--- src/rtl/tap_bank_ctrl_pkg.sv ---
// Shared types and constants for the double-buffered tap coefficient loader.
// Holds the FSM encoding, the error codes and a saturating counter helper.
package tap_ctrl_pkg;

  typedef enum logic [2:0] {
    ST_IDLE      = 3'd0,
    ST_LOAD      = 3'd1,
    ST_CHECK     = 3'd2,
    ST_WAIT_SWAP = 3'd3,
    ST_DRAIN     = 3'd4
  } tap_state_e;

  localparam logic [2:0] ERR_NONE    = 3'd0;
  localparam logic [2:0] ERR_RANGE   = 3'd1;
  localparam logic [2:0] ERR_COUNT   = 3'd2;
  localparam logic [2:0] ERR_BUSY    = 3'd3;
  localparam logic [2:0] ERR_TIMEOUT = 3'd4;

  localparam int unsigned TAP_DEPTH_DEF = 1024;

  function automatic logic [15:0] sat_inc16(input logic [15:0] v);
    return (v == 16'hFFFF) ? v : v + 16'd1;
  endfunction

endpackage

--- src/rtl/tap_bank_ctrl_if.sv ---
// Tap-write ingress and coefficient RAM write port of the tap bank controller.
// The master side is the upstream demux / RAM owner, the slave side is the controller.
interface tap_bank_ctrl_if #(
  parameter int unsigned AW = 10
);
  logic          tap_wr_cmd;
  logic [31:0]   tap_wr_addr;
  logic          tap_wr_vld;
  logic [31:0]   tap_wr_data;
  logic          swap_safe;
  logic          ram_wr_en;
  logic          ram_wr_bank;
  logic [AW-1:0] ram_wr_addr;
  logic [31:0]   ram_wr_data;

  modport master (
    output tap_wr_cmd, tap_wr_addr, tap_wr_vld, tap_wr_data, swap_safe,
    input  ram_wr_en, ram_wr_bank, ram_wr_addr, ram_wr_data
  );

  modport slave (
    input  tap_wr_cmd, tap_wr_addr, tap_wr_vld, tap_wr_data, swap_safe,
    output ram_wr_en, ram_wr_bank, ram_wr_addr, ram_wr_data
  );
endinterface

--- src/rtl/tap_bank_ctrl.sv ---
// Loads one tap-write packet into the shadow coefficient bank, validates it and
// commits it by swapping banks on a datapath-safe boundary.
module tap_bank_ctrl
  import tap_ctrl_pkg::*;
#(
  parameter int unsigned TAP_DEPTH   = TAP_DEPTH_DEF,
  parameter int unsigned EXP_WORDS   = 1024,
  parameter int unsigned TIMEOUT_CYC = 65535
) (
  input  logic              clk_100m,
  input  logic              rst_100m,
  input  logic              cfg_clr,
  tap_bank_ctrl_if.slave    bus,
  output logic              active_bank,
  output logic              load_busy,
  output logic              load_done,
  output logic              load_err,
  output logic [2:0]        err_code,
  output logic [15:0]       commit_cnt,
  output logic [15:0]       err_cnt
);

  localparam int unsigned AW = $clog2(TAP_DEPTH);

  tap_state_e    state_q;
  logic          cmd_d1_q;
  logic [15:0]   beat_cnt_q;
  logic [15:0]   to_cnt_q;
  logic [2:0]    flag_q;
  logic          ram_wr_en_q;
  logic          ram_wr_bank_q;
  logic [AW-1:0] ram_wr_addr_q;
  logic [31:0]   ram_wr_data_q;
  logic          active_bank_q;
  logic          load_busy_q;
  logic          load_done_q;
  logic          load_err_q;
  logic [2:0]    err_code_q;
  logic [15:0]   commit_cnt_q;
  logic [15:0]   err_cnt_q;

  logic          cmd_rise_s;
  logic          beat_s;
  logic          in_range_s;
  logic          capture_s;
  logic          timeout_s;
  logic          flag_clear_s;
  logic          wr_ok_s;
  logic          range_hit_s;

  // Beat qualification; the rising-edge cycle is treated as the first LOAD cycle
  // so a beat presented together with the frame start is not lost.
  always_comb begin
    cmd_rise_s   = bus.tap_wr_cmd & ~cmd_d1_q;
    beat_s       = bus.tap_wr_cmd & bus.tap_wr_vld;
    in_range_s   = (bus.tap_wr_addr < 32'(TAP_DEPTH));
    capture_s    = (state_q == ST_LOAD) | ((state_q == ST_IDLE) & cmd_rise_s);
    timeout_s    = 1'b0;
    if ((TIMEOUT_CYC != 0) && (state_q == ST_LOAD) && bus.tap_wr_cmd) begin
      timeout_s = ((17'(to_cnt_q) + 17'd1) >= 17'(TIMEOUT_CYC));
    end else begin
      timeout_s = 1'b0;
    end
    flag_clear_s = (state_q == ST_IDLE) | (flag_q == ERR_NONE);
    wr_ok_s      = capture_s & beat_s & in_range_s & flag_clear_s & ~timeout_s;
    range_hit_s  = capture_s & beat_s & ~in_range_s & flag_clear_s & ~timeout_s;
  end

  // Packet FSM, RAM write register, bank select and status counters.
  always_ff @(posedge clk_100m or posedge rst_100m) begin
    if (rst_100m) begin
      state_q       <= ST_IDLE;
      cmd_d1_q      <= 1'b0;
      beat_cnt_q    <= 16'd0;
      to_cnt_q      <= 16'd0;
      flag_q        <= ERR_NONE;
      ram_wr_en_q   <= 1'b0;
      ram_wr_bank_q <= 1'b0;
      ram_wr_addr_q <= '0;
      ram_wr_data_q <= 32'd0;
      active_bank_q <= 1'b0;
      load_busy_q   <= 1'b0;
      load_done_q   <= 1'b0;
      load_err_q    <= 1'b0;
      err_code_q    <= ERR_NONE;
      commit_cnt_q  <= 16'd0;
      err_cnt_q     <= 16'd0;
    end else if (cfg_clr) begin
      state_q       <= ST_IDLE;
      cmd_d1_q      <= 1'b0;
      beat_cnt_q    <= 16'd0;
      to_cnt_q      <= 16'd0;
      flag_q        <= ERR_NONE;
      ram_wr_en_q   <= 1'b0;
      ram_wr_bank_q <= 1'b0;
      ram_wr_addr_q <= '0;
      ram_wr_data_q <= 32'd0;
      active_bank_q <= 1'b0;
      load_busy_q   <= 1'b0;
      load_done_q   <= 1'b0;
      load_err_q    <= 1'b0;
      err_code_q    <= ERR_NONE;
      commit_cnt_q  <= 16'd0;
      err_cnt_q     <= 16'd0;
    end else begin
      cmd_d1_q    <= bus.tap_wr_cmd;
      load_done_q <= 1'b0;
      load_err_q  <= 1'b0;
      ram_wr_en_q <= wr_ok_s;
      if (wr_ok_s) begin
        ram_wr_bank_q <= ~active_bank_q;
        ram_wr_addr_q <= bus.tap_wr_addr[AW-1:0];
        ram_wr_data_q <= bus.tap_wr_data;
      end

      case (state_q)
        ST_IDLE: begin
          if (cmd_rise_s) begin
            state_q     <= ST_LOAD;
            load_busy_q <= 1'b1;
            to_cnt_q    <= 16'd0;
            beat_cnt_q  <= beat_s ? 16'd1 : 16'd0;
            flag_q      <= range_hit_s ? ERR_RANGE : ERR_NONE;
          end
        end
        ST_LOAD: begin
          if (!bus.tap_wr_cmd) begin
            state_q <= ST_CHECK;
          end else begin
            to_cnt_q <= to_cnt_q + 16'd1;
            if (beat_s) begin
              beat_cnt_q <= sat_inc16(beat_cnt_q);
            end
            if (timeout_s) begin
              flag_q  <= ERR_TIMEOUT;
              state_q <= ST_DRAIN;
            end else if (range_hit_s) begin
              flag_q <= ERR_RANGE;
            end
          end
        end
        ST_DRAIN: begin
          if (!bus.tap_wr_cmd) begin
            state_q <= ST_CHECK;
          end
        end
        ST_CHECK: begin
          if (flag_q != ERR_NONE) begin
            load_err_q  <= 1'b1;
            err_code_q  <= flag_q;
            err_cnt_q   <= err_cnt_q + 16'd1;
            state_q     <= ST_IDLE;
            load_busy_q <= 1'b0;
          end else if (beat_cnt_q != 16'(EXP_WORDS)) begin
            load_err_q  <= 1'b1;
            err_code_q  <= ERR_COUNT;
            err_cnt_q   <= err_cnt_q + 16'd1;
            state_q     <= ST_IDLE;
            load_busy_q <= 1'b0;
          end else begin
            state_q <= ST_WAIT_SWAP;
          end
        end
        ST_WAIT_SWAP: begin
          // A packet starting here is dropped; its frame stays high past the
          // commit, so IDLE never sees a fresh rising edge for it.
          if (cmd_rise_s) begin
            load_err_q <= 1'b1;
            err_code_q <= ERR_BUSY;
            err_cnt_q  <= err_cnt_q + 16'd1;
          end
          if (bus.swap_safe) begin
            active_bank_q <= ~active_bank_q;
            load_done_q   <= 1'b1;
            commit_cnt_q  <= commit_cnt_q + 16'd1;
            state_q       <= ST_IDLE;
            load_busy_q   <= 1'b0;
          end
        end
        default: begin
          state_q     <= ST_IDLE;
          load_busy_q <= 1'b0;
        end
      endcase
    end
  end

  assign bus.ram_wr_en   = ram_wr_en_q;
  assign bus.ram_wr_bank = ram_wr_bank_q;
  assign bus.ram_wr_addr = ram_wr_addr_q;
  assign bus.ram_wr_data = ram_wr_data_q;
  assign active_bank     = active_bank_q;
  assign load_busy       = load_busy_q;
  assign load_done       = load_done_q;
  assign load_err        = load_err_q;
  assign err_code        = err_code_q;
  assign commit_cnt      = commit_cnt_q;
  assign err_cnt         = err_cnt_q;

endmodule

--- src/flat_wrapper.sv ---
// flat-port wrapper written by rule: the top's interface ports become plain ports
module tap_bank_ctrl_flat import tap_ctrl_pkg::*;
#(
  parameter int unsigned TAP_DEPTH   = TAP_DEPTH_DEF,
  parameter int unsigned EXP_WORDS   = 1024,
  parameter int unsigned TIMEOUT_CYC = 65535
)
  (clk_100m, rst_100m, cfg_clr, active_bank, load_busy, load_done, load_err, err_code, commit_cnt, err_cnt, bus_tap_wr_cmd, bus_tap_wr_addr, bus_tap_wr_vld, bus_tap_wr_data, bus_swap_safe, bus_ram_wr_en, bus_ram_wr_bank, bus_ram_wr_addr, bus_ram_wr_data);
  tap_bank_ctrl_if #(.AW(10)) bus_i ();
  input  logic clk_100m;
  input  logic rst_100m;
  input  logic cfg_clr;
  output logic active_bank;
  output logic load_busy;
  output logic load_done;
  output logic load_err;
  output logic [2:0] err_code;
  output logic [15:0] commit_cnt;
  output logic [15:0] err_cnt;
  input wire logic [$bits(bus_i.tap_wr_cmd)-1:0] bus_tap_wr_cmd;
  input wire logic [$bits(bus_i.tap_wr_addr)-1:0] bus_tap_wr_addr;
  input wire logic [$bits(bus_i.tap_wr_vld)-1:0] bus_tap_wr_vld;
  input wire logic [$bits(bus_i.tap_wr_data)-1:0] bus_tap_wr_data;
  input wire logic [$bits(bus_i.swap_safe)-1:0] bus_swap_safe;
  output wire logic [$bits(bus_i.ram_wr_en)-1:0] bus_ram_wr_en;
  output wire logic [$bits(bus_i.ram_wr_bank)-1:0] bus_ram_wr_bank;
  output wire logic [$bits(bus_i.ram_wr_addr)-1:0] bus_ram_wr_addr;
  output wire logic [$bits(bus_i.ram_wr_data)-1:0] bus_ram_wr_data;
  assign bus_i.tap_wr_cmd = bus_tap_wr_cmd;
  assign bus_i.tap_wr_addr = bus_tap_wr_addr;
  assign bus_i.tap_wr_vld = bus_tap_wr_vld;
  assign bus_i.tap_wr_data = bus_tap_wr_data;
  assign bus_i.swap_safe = bus_swap_safe;
  assign bus_ram_wr_en = bus_i.ram_wr_en;
  assign bus_ram_wr_bank = bus_i.ram_wr_bank;
  assign bus_ram_wr_addr = bus_i.ram_wr_addr;
  assign bus_ram_wr_data = bus_i.ram_wr_data;
  tap_bank_ctrl #(.TAP_DEPTH(TAP_DEPTH), .EXP_WORDS(EXP_WORDS), .TIMEOUT_CYC(TIMEOUT_CYC)) u_core (.clk_100m(clk_100m), .rst_100m(rst_100m), .cfg_clr(cfg_clr), .bus(bus_i), .active_bank(active_bank), .load_busy(load_busy), .load_done(load_done), .load_err(load_err), .err_code(err_code), .commit_cnt(commit_cnt), .err_cnt(err_cnt));
endmodule
--- config.mk ---
export PLATFORM = sky130hd
export DESIGN_NAME = tap_bank_ctrl_flat
export DESIGN_NICKNAME = d
export VERILOG_FILES = /design/src/rtl/tap_bank_ctrl_pkg.sv /design/src/rtl/tap_bank_ctrl_if.sv /design/src/rtl/tap_bank_ctrl.sv /design/src/flat_wrapper.sv
export SDC_FILE = /design/constraint.sdc
export NUM_CORES = 1
export LEC_CHECK = 0
export ABC_AREA = 1
export BUFFER_PORTS_ARGS = -buffer_cell sky130_fd_sc_hd__buf_2
export CAP_MARGIN = 0
export CELL_PAD_IN_SITES_DETAIL_PLACEMENT = 0
export CELL_PAD_IN_SITES_GLOBAL_PLACEMENT = 2
export CORE_ASPECT_RATIO = 0.5
export CORE_UTILIZATION = 28
export CTS_CLUSTER_SIZE = 8
export DETAILED_ROUTE_END_ITERATION = 16
export PLACE_DENSITY_LB_ADDON = 0.1
export SETUP_SLACK_MARGIN = 0.05
export SKIP_LAST_GASP = 1
export SYNTH_ARGS = -nofsm -noshare
export SYNTH_HDL_FRONTEND = slang
export SYNTH_SLANG_ARGS = --single-unit
--- constraint.sdc ---
create_clock -name clk_100m -period 4.92 [get_ports clk_100m]
set_input_delay 1.476 -clock clk_100m [delete_from_list [all_inputs] [get_ports clk_100m]]
set_output_delay 1.476 -clock clk_100m [all_outputs]
set_load 0.05 [all_outputs]
==> metrics.md, run 1 <==
| Metric | Value |
|---|---|
| Bufs on Longest Clock Path | `2` |
| Iter 0 DRT Violations | `295` |
| Multi-input gate area | `2820 um^2` |
| Finish-stage setup viols | `0` |
| Total I/O pin count | `153` |
| Min cycle time layout | `3.12 ns` |
| Main flop type after synthesis | `dfrtp_1` |
| # port buffers | `152` |
| WL met3 | `1.20 mm` |
| Fin Hold WS | `0.485 ns` |
| FFs w/ async S/R, synth | `100%` |
| Initial Utilization | `28.7%` |
| First-pass GRT wire length | `31.0 mm` |
| Leak | `3.95 nW` |
| R2R Setup Slk | `2.12 ns` |
| Post-synth top area cell | `dfrtp_1` |
| Clock Pin Slew Worst Setup and Hold Paths | `0.06 ns` |
| Die Area | `23000 um^2` |
| Detail Route Antenna Nets | `0` |
| Seq/Total Area, Yosys | `48.3%` |
| DP HPWL | `13.1 mm` |
| Avg WL per Cell | `15.3 um` |
| Cts bufs inserted | `17` |
| Power Density | `336 nW/um^2` |
| Share of post-route cells with drive strength above 1 | `21.7%` |
| Final period util | `63.4%` |
| Filler cell count | `2322` |
| Max-slew violation count | `0` |
| Data arrival, critical path | `3.48 ns` |
| Status | `finished, final reports clean` |
| Hold Vio Cnt, Final | `0` |
| Worst Clk Skew | `0.00905 ns` |
| Core footprint | `21800 um^2` |
| Yosys reg bits | `121` |
| Hold_buf cts | `0` |
| Yosys warning count | `0` |
| Mapped Cells | `788` |
| DR WL met2 | `7.97 mm` |
| Req. time, crit path | `5.27 ns` |
| Crit path kind | `input pin to flop` |
| Yosys cell types | `40` |
| Worst vdd ir | `0.000204 V` |
| Top layer in use | `met5` |
| RSZ-0062 raised after global routing | `no` |
| DRT met1 WL | `9.78 mm` |
| Setup bufs post-CTS | `0` |
| Vias | `5875` |
| Vias in the first global route | `5773` |
| Mapped Nets | `864` |
| Std cell rows | `38` |
| TNS Setup | `0 ns` |
| Die Ht | `108 um` |
| CP Max Fanout | `38` |
| Hold/Removal Path Class | `flop to flop` |
| Die X | `214 um` |
| # DRC | `0` |
| Ranking of synthesized cells by area | `dfrtp_1, nand2_1, nand3_1` |
| Total routed wirelength | `19.1 mm` |
| Sinks on the clock net | `121` |
| Critical Path End Type | `flop` |
| Worst-Skew Late Latency | `0.42 ns` |
| Avg Cell Area, Syn | `7.96 um^2` |
| EDFF count, synth | `0` |
| Area growth syn-to-layout | `25.8%` |
| Max_slew headroom | `53.3%` |
| Max cap viols | `0` |
| CTS resizes | `0` |
| CTS tree | `done` |
| Register area | `3030 um^2` |
| Initial antenna violation count | `1` |
| Avg Vias per Cell | `4.70` |
| Total Routing Usage GR | `17.6%` |
| Post-Syn Area | `6270 um^2` |
| N_diodes | `0` |
| Largest net degree at the start of global routing | `70` |
| H-tree Lvls | `4` |
| Final Util | `36.2%` |
| Fmax | `320 MHz` |
| Congestion Overflow GR | `0` |
| Gpl congestion | `0.779` |
| Final net count | `1012` |
| Clk Tree Root Cell | `clkbuf_16` |
| Worst Tran Pin Value | `0.701 ns` |
| Post-synth top area share | `48.3%` |
| DRT Pass-1 Iters | `4` |
| Crit start category | `input pin` |
==> final cells by class <==
type                       count  share of cell area, %
sequential                   121                   38.4
multi-input combinational    562                   35.7
timing repair buffer         159                   10.5
clock buffer                  20                   5.79
tap                          300                   4.76
inverter                      75                   3.61
clock inverter                12                   1.28
==> per-stage QoR <==
| stage | instances | setup slack, ns | instance area, um^2 | total power [mW] |
|---|---|---|---|---|
| finish | 1249 | 1.80 | 7890 | 2.65 |
| CTS | 1249 | 1.81 | 7890 | 2.69 |
| detailed placement | 1217 | 1.36 | 7330 | 1.48 |
| global placement | 1217 | 1.35 | 7330 | 1.48 |
| global route | 1249 | 1.59 | 7890 | 2.79 |
| floorplan | 788 | 0.230 | 6270 | 1.33 |
==> synth_stat cells (2+ instances only) <==
| master | number |
|---|---|
| nand2_1 | 190 |
| dfrtp_1 | 121 |
| nand3_1 | 86 |
| nor2_1 | 75 |
| inv_1 | 71 |
| nand4_1 | 58 |
| o21ai_0 | 37 |
| a21oi_1 | 22 |
| clkbuf_1 | 18 |
| xor2_1 | 18 |
| o22ai_1 | 13 |
| o31ai_1 | 12 |
| nor4_1 | 11 |
| nor3_1 | 10 |
| buf_2 | 6 |
| ha_1 | 6 |
| buf_6 | 4 |
| inv_2 | 3 |
| buf_1 | 2 |
| nand3_2 | 2 |
| nor2_4 | 2 |
| or2_2 | 2 |
| xnor2_1 | 2 |
==> metal layers <==
layer,GRT usage [%],up-vias
li1,-,2965
met1,24.3,2752
met2,26.0,138
met3,5.66,18
met4,5.15,2
met5,0,-
==> critical path, stage by stage <==
cell and delay [ns]:
buf_2 0.09, nor4_1 0.28, nand2_1 0.09, nor2_1 0.09
nand2_1 0.12, nor3_4 0.51, buf_4 0.50, nand4_1 0.17
nand2_1 0.12
==> sequential cells by signal (all words and copies together) (netlist names) <==
| register | cells |
|---|---|
| u_core.err_code | 3 |
| u_core.load_done | 1 |
| u_core.beat_cnt_q | 16 |
| u_core.load_err | 1 |
| u_core.to_cnt_q | 16 |
| u_core.bus.ram_wr_data | 32 |
| u_core.load_busy | 1 |
| u_core.bus.ram_wr_en | 1 |
| u_core.bus.ram_wr_addr | 10 |
| u_core.commit_cnt | 16 |
| u_core.state_q | 3 |
| u_core.err_cnt | 16 |
| u_core.bus.ram_wr_bank | 1 |
| u_core.cmd_d1_q | 1 |
| u_core.active_bank | 1 |
| u_core.flag_q | 2 |
==> power by group <==
group | internal (mW) | switching (mW) | total (mW)
combinational | 0.106 | 0.290 | 0.397
sequential | 1.03 | 0.0352 | 1.06
clock | 0.717 | 0.479 | 1.20
total | 1.85 | 0.804 | 2.65
==> cells by family after synthesis <==
kind of cell / count (synthesis) / synth area share (%)
fa+ha+maj: 6 / 1.20
buf+inv: 105 / 6.88
xor+xnor: 20 / 2.79
compound gates: 91 / 8.32
simple gates: 445 / 32.5
flops: 121 / 48.3
==> final timing paths <==
check / from / to / cells past startpoint
max in group asynchronous: rst_100m / u_core.commit_cnt[3]$_DFFE_PP0P_ / 3
min in group asynchronous: rst_100m / u_core.bus.ram_wr_data[26]$_DFFE_PP0P_ / 2
setup reg to reg: u_core.to_cnt_q[0]$_DFFE_PP0P_ / u_core.bus.ram_wr_data[13]$_DFFE_PP0P_ / 14
setup / recovery: bus_tap_wr_addr[24] / u_core.bus.ram_wr_bank$_DFFE_PP0P_ / 9
hold reg to reg: u_core.load_busy$_DFFE_PP0P_ / u_core.load_busy$_DFFE_PP0P_ / 2
hold / removal: u_core.load_busy$_DFFE_PP0P_ / u_core.load_busy$_DFFE_PP0P_ / 2
==> cell usage in the layout, fill, tap and decap left out, drive strengths merged, types with 2 or more instances in the layout <==
cell,n
clkinv,11
or2,2
ha,6
o31ai,12
nor4,11
buf,159
dfrtp,121
nand3,88
clkinvlp,2
nor3,11
nand4,58
clkbuf,20
xor2,18
and2,2
inv,73
o22ai,13
a21oi,22
nor2,78
xnor2,2
nand2,193
o21ai,37
(Power assumes the default switching activity.)
==> run 2: changes to the inputs <==
==> constraint.sdc (replaced) <==
create_clock -name clk_100m -period 2.6 [get_ports clk_100m]
set_input_delay 0.78 -clock clk_100m [delete_from_list [all_inputs] [get_ports clk_100m]]
set_output_delay 0.78 -clock clk_100m [all_outputs]
set_load 0.05 [all_outputs]
==> run 2 against run 1 <==
  * Routed wire length is 0.72% higher
  * Clock power up 99%
  * Clock skew fell by 0.00091 ns
  * Clock-buffer cell count up 1
  * Core utilization is 1.0 points higher
  * Global-route usage decreased by 0.24 points
  * Critical path type is now flop to flop
==> metrics.md, run 2 (synthesized netlist as in run 1, its figures left out) <==
| Metric | Value |
|---|---|
| Status | `finished, final reports clean` |
| Initial antenna violation count | `1 (unchanged)` |
| Hold Vio Cnt, Final | `0 (unchanged)` |
| R2R Setup Slk | `0.28 ns (-1.84 ns)` |
| Req. time, crit path | `2.90 ns (-2.37 ns)` |
| Finish-stage setup viols | `0 (unchanged)` |
| Area growth syn-to-layout | `29.4%` |
| Detail Route Antenna Nets | `0 (unchanged)` |
| Std cell rows | `38 (unchanged)` |
| Crit path kind | `flop to flop` |
| Critical Path End Type | `flop` |
| Bufs on Longest Clock Path | `2 (unchanged)` |
| Congestion Overflow GR | `0 (unchanged)` |
| Total Power | `5.19 mW (+96%)` |
| DP HPWL | `13.6 mm (+3.9%)` |
| Die Area | `23000 um^2 (unchanged)` |
| Largest net degree at the start of global routing | `101 (+44%)` |
| Number of flip-flops in the largest register | `32 (unchanged)` |
| # port buffers | `152 (unchanged)` |
| Sinks on the clock net | `121 (unchanged)` |
| First-pass GRT wire length | `31.0 mm (+0.25%)` |
| Max cap viols | `0 (unchanged)` |
| Final net count | `1027 (+1.5%)` |
| Worst vdd ir | `0.000354 V (+74%)` |
| Max-slew violation count | `0 (unchanged)` |
| Total Routing Usage GR | `17.4% (-0.24 points)` |
| Clk Tree Root Cell | `clkbuf_16` |
| Share of post-route cells with drive strength above 1 | `23.0% (+1.3 points)` |
| Min cycle time layout | `2.32 ns` |
| Avg Vias per Cell | `4.70 (about the same)` |
| Avg WL per Cell | `15.3 um (-0.48%)` |
| Cts bufs inserted | `17 (unchanged)` |
| RSZ-0062 raised after global routing | `no` |
| N_diodes | `0 (unchanged)` |
| Hold/Removal Path Class | `input pin to async pin` |
| DRT Pass-1 Iters | `6 (+2)` |
| Worst-Skew Late Latency | `0.41 ns (about the same)` |
| Fmax | `431 MHz` |
| Crit start category | `flop` |
| Initial Utilization | `28.7% (unchanged)` |
| H-tree Lvls | `4 (unchanged)` |
| Gpl congestion | `0.817 (+4.9%)` |
| Reg2reg start | `u_core.to_cnt_q[0]$_DFFE_PP0P_` |
| Total I/O pin count | `153 (unchanged)` |
| Final period util | `89.3%` |
| TNS Setup | `0 ns (unchanged)` |
| CTS tree | `done` |
| Power Density | `640 nW/um^2 (+90%)` |
| Worst Clk Skew | `0.00814 ns (-0.000913 ns)` |
| # DRC | `0 (unchanged)` |
| Worst reg2reg path depth | `10 (-4)` |
| Core footprint | `21800 um^2 (unchanged)` |
| Total routed wirelength | `19.3 mm (+0.72%)` |
| Clock Pin Slew Worst Setup and Hold Paths | `0.06 ns (about the same)` |
| Die X | `214 um (unchanged)` |
| Commonest non-fill, non-tap cell in the layout | `nand2_1` |
| CP Max Fanout | `38 (unchanged)` |
| Hold_buf cts | `0 (unchanged)` |
| Iter 0 DRT Violations | `288 (-2.4%)` |
| Vias in the first global route | `5820 (+0.81%)` |
| Data arrival, critical path | `2.62 ns (-0.86 ns)` |
| CP startpoint | `u_core.to_cnt_q[0]$_DFFE_PP0P_` |
| Leak | `4.03 nW (+2.1%)` |
| Vias | `5946 (+1.2%)` |
| Leading cell types in the layout, fill and taps excluded | `nand2_1, buf_2, dfrtp_1, nand3_1, nor2_1` |
| Endpoint of the worst register-to-register path | `u_core.bus.ram_wr_data[15]$_DFFE_PP0P_` |
| Die Ht | `108 um (unchanged)` |
| Worst Tran Pin Value | `0.549 ns (-0.152 ns)` |
| Max_slew headroom | `63.1% (+9.8 points)` |
-- run 2: cell types whose count changed in the layout (fill, tap and decap cells not counted), moves of 2 or more --
cell | before | now
buf_4 | 6 | 15
buf_12 | 1 | 6
clkinv_2 | 7 | 5
dfrtp_1 | 121 | 119
dfrtp_2 | 0 | 2
nand2_8 | 1 | 3
-- run 2: power breakdown --
group / switching [mW] / internal [mW]
registers: 0.0662 / 1.94
clock network: 0.925 / 1.46
logic: 0.560 / 0.237
-- run 2: layout make-up --
| type | count | area (um^2) |
|---|---|---|
| Clock buffer | 21 | 460 |
| Clock inverter | 11 | 121 |
| Fill cell | 2330 | 13700 |
| Inverter | 75 | 287 |
| Multi-Input combinational cell | 563 | 2850 |
| Sequential cell | 121 | 3030 |
| Tap cell | 300 | 375 |
| Timing Repair Buffer | 173 | 993 |
-- run 2: what timing repair did --
action,CTS,global route
setup endpoints to repair,0,43
resized for setup,0,4
buffers inserted,0,1
-- run 2: per-layer routing --
layer  vias up  global-route usage, %  part of all wire (%)
li1       2996                      -                     -
met1      2810                   24.5                    51
met2       131                   25.2                    42
met3         9                   5.37                   6.1
met4         0                   5.15                  0.57
met5         -                      0                     0
-- run 2: critical path, stage by stage (launching register included) --
cell and delay [ns]:
dfrtp_2 0.43, ha_1 0.22, nand3_2 0.15, nor2_4 0.24, nand4_1 0.13, or3_1 0.37, nand2_2 0.15, nand2_8 0.12
buf_12 0.22, nand4_1 0.09, nand2_1 0.06
-- run 2: worst max-delay path by stage --
stage,endpoint,cells past startpoint
after CTS,u_core.bus.ram_wr_data[15]$_DFFE_PP0P_,13
after global routing,u_core.bus.ram_wr_data[12]$_DFFE_PP0P_,13
after global placement,u_core.beat_cnt_q[11]$_DFFE_PP0P_,7
after floorplan,u_core.active_bank$_DFFE_PP0P_,1
final,u_core.bus.ram_wr_data[15]$_DFFE_PP0P_,10
after detailed placement,u_core.bus.ram_wr_addr[1]$_DFFE_PP0P_,9
-- run 2: stage by stage --
| step | worst slack [ns] | hold slack [ns] | cell area [um^2] | std cells | utilization, % |
|---|---|---|---|---|---|
| 3_3_place_gp | 0.0895 | 0.462 | 7500 | 1230 | 34.3 |
| 2_1_floorplan | 0.335 | 0.464 | 6280 | 788 | - |
| 4_1_cts | 0.193 | 0.249 | 8080 | 1262 | 37.0 |
| 3_5_place_dp | 0.0923 | 0.465 | 7500 | 1230 | 34.3 |
| 5_1_grt | 0.0585 | 0.269 | 8120 | 1264 | 37.2 |
| 6_report | 0.278 | 0.268 | 8120 | 1264 | 37.2 |
==> run 3: changes to the inputs <==
--- a/config.mk
+++ b/config.mk
@@ -14,7 +14,7 @@
 export CORE_UTILIZATION = 28
 export CTS_CLUSTER_SIZE = 8
 export DETAILED_ROUTE_END_ITERATION = 16
-export PLACE_DENSITY_LB_ADDON = 0.1
+export PLACE_DENSITY = 0.88
 export SETUP_SLACK_MARGIN = 0.05
 export SKIP_LAST_GASP = 1
 export SYNTH_ARGS = -nofsm -noshare
==> run 3 against run 2 <==
  * Combinational power is 1% higher
  * Critical endpoint is now u_core.bus.ram_wr_data[4]$_DFFE_PP0P_
  * Register-to-register slack hardly changed
  * Global-route usage down 1.4 points
  * Core utilization up 0.33 points
  * Largest cell class unchanged
  * Final cell count decreased by 0.16%
  * Design area increased by 0.88%
  * Sequential share of layout area down 0.33 points
  * Clock power increased by 9.2%
==> metrics.md, run 3 (synthesized netlist as in run 1, its figures left out) <==
| Metric | Value |
|---|---|
| Worst vdd ir | `0.000467 V (+32%)` |
| Bufs on Longest Clock Path | `2 (unchanged)` |
| Cts bufs inserted | `17 (unchanged)` |
| TNS Setup | `0 ns (unchanged)` |
| CP Max Fanout | `18 (-53%)` |
| Vias | `6018 (+1.2%)` |
| Gpl congestion | `0.835 (+2.2%)` |
| Sinks on the clock net | `121 (unchanged)` |
| Final setup margin | `0.265 ns (-0.0128 ns)` |
| DP HPWL | `12.1 mm (-11%)` |
| Final period util | `89.8% (+0.49 points)` |
| Iter 0 DRT Violations | `507 (+76%)` |
| Initial antenna violation count | `0 (-1)` |
| Final Util | `37.5% (+0.33 points)` |
| Clock Pin Slew Worst Setup and Hold Paths | `0.06 ns (about the same)` |
| Min cycle time layout | `2.34 ns (+0.0128 ns)` |
| DRT met1 WL | `8.80 mm (-11%)` |
| N_diodes | `0 (unchanged)` |
| Fmax | `428 MHz (-0.55%)` |
| Max-slew violation count | `0 (unchanged)` |
| Finish-stage setup viols | `0 (unchanged)` |
| Initial Utilization | `28.7% (unchanged)` |
| Congestion Overflow GR | `0 (unchanged)` |
| Placed inst area | `7480 um^2 (-0.27%)` |
| First-pass GRT wire length | `29.1 mm (-6.2%)` |
| Worst Tran Pin Value | `0.665 ns (+0.116 ns)` |
| Die Area | `23000 um^2 (unchanged)` |
| Share of post-route cells with drive strength above 1 | `23.0% (-0.056 points)` |
| Hold/Removal Path Class | `flop to flop` |
| CTS tree | `done` |
| Fin Hold WS | `0.469 ns (+0.200 ns)` |
| Avg WL per Cell | `14.1 um (-7.2%)` |
| Data arrival, critical path | `2.63 ns (about the same)` |
| Final net count | `1027 (unchanged)` |
| H-tree Lvls | `4 (unchanged)` |
| Commonest non-fill, non-tap cell in the layout | `nand2_1` |
| RSZ-0062 raised after global routing | `yes` |
| Worst Clk Skew | `0.0136 ns (+0.00543 ns)` |
| Hold Vio Cnt, Final | `0 (unchanged)` |
| Total routed wirelength | `17.9 mm (-7.4%)` |
| Top layer in use | `met4` |
| Total Routing Usage GR | `16.0% (-1.4 points)` |
| # port buffers | `152 (unchanged)` |
| Largest net degree at the start of global routing | `122 (+21%)` |
| Critical Path End Type | `flop` |
| Cell area after layout | `8190 um^2 (+0.88%)` |
| Die X | `214 um (unchanged)` |
| Leak | `4.06 nW (+0.64%)` |
| Crit start category | `flop` |
| Number of flip-flops in the largest register | `32 (unchanged)` |
| Power Density | `663 nW/um^2 (+3.6%)` |
| Place WS | `0.0732 ns (-0.0191 ns)` |
| Crit path kind | `flop to flop` |
| Std cell rows | `38 (unchanged)` |
| Status | `finished, final reports clean` |
| Avg Vias per Cell | `4.77 (+1.4%)` |
| Worst-Skew Late Latency | `0.42 ns (about the same)` |
| Req. time, crit path | `2.90 ns (about the same)` |
| WL met3 | `798 um (-32%)` |
| Hold_buf cts | `0 (unchanged)` |
| # DRC | `0 (unchanged)` |
| R2R Setup Slk | `0.26 ns (about the same)` |
| Die Ht | `108 um (unchanged)` |
| Max_slew headroom | `55.7% (-7.4 points)` |
| Max cap viols | `0 (unchanged)` |
| DR WL met2 | `8.11 mm (+0.36%)` |
| DRT Pass-1 Iters | `5 (-1)` |
| Total I/O pin count | `153 (unchanged)` |
| Leading cell types in the layout, fill and taps excluded | `nand2_1, buf_2, dfrtp_1, nand3_1, nor2_1` |
| Detail Route Antenna Nets | `0 (unchanged)` |
| Vias in the first global route | `5716 (-1.8%)` |
| Core footprint | `21800 um^2 (unchanged)` |
| Area growth syn-to-layout | `30.5%` |
| Clk Tree Root Cell | `clkbuf_16` |
## run 3: final timing paths
| kind | start | end | cells past startpoint |
|---|---|---|---|
| max | u_core.to_cnt_q[1]$_DFFE_PP0P_ | u_core.bus.ram_wr_data[4]$_DFFE_PP0P_ | 10 |
| min | u_core.commit_cnt[15]$_DFFE_PP0P_ | u_core.commit_cnt[15]$_DFFE_PP0P_ | 1 |
| max reg2reg | u_core.to_cnt_q[1]$_DFFE_PP0P_ | u_core.bus.ram_wr_data[4]$_DFFE_PP0P_ | 10 |
| min reg2reg | u_core.commit_cnt[15]$_DFFE_PP0P_ | u_core.commit_cnt[15]$_DFFE_PP0P_ | 1 |
| max in group asynchronous | rst_100m | u_core.bus.ram_wr_data[23]$_DFFE_PP0P_ | 3 |
| min in group asynchronous | rst_100m | u_core.bus.ram_wr_data[31]$_DFFE_PP0P_ | 3 |
## run 3: layout make-up
type	instances	area [um^2]
Clock buffer	22	474
Clock inverter	8	168
Fill cell	2309	13600
Inverter	75	287
Multi-Input combinational cell	564	2870
Sequential cell	121	3030
Tap cell	300	375
Timing Repair Buffer	172	981
## run 3: what timing repair did
item / in CTS / in global routing
gates resized for setup: 0 / 8
setup endpoints to repair: 0 / 52
setup buffers: 0 / 1
## run 3: layer usage
metal / up-vias / GRT usage (%)
met1: 2870 / 22.1
met3: 12 / 3.68
met2: 138 / 24.9
met4: 0 / 4.80
met5: - / 0
li1: 2998 / -
## run 3: per-stage QoR
step | std cells | power, mW
after detailed placement | 1229 | 2.83
after floorplan | 788 | 2.53
after CTS | 1259 | 5.47
after global placement | 1229 | 2.82
after global routing | 1262 | 5.66
final | 1262 | 5.43
## run 3: report_power, final
group	total [mW]	leakage [nW]	switching (mW)	internal, mW
Sequential	2.01	1.68	0.0635	1.94
Combinational	0.806	2.07	0.561	0.245
Clock	2.61	0.312	0.848	1.76
Total	5.43	4.06	1.47	3.95
## run 3: worst max-delay path, cell delays in order (launching register included)
cell     delay (ns)
dfrtp_2        0.41
ha_1           0.21
nand3_2        0.15
nor2_4         0.25
nand4_1        0.13
or3_1          0.37
nand2_2        0.15
nand2_8        0.16
buf_6          0.22
nand4_1        0.08
nand2_1        0.07
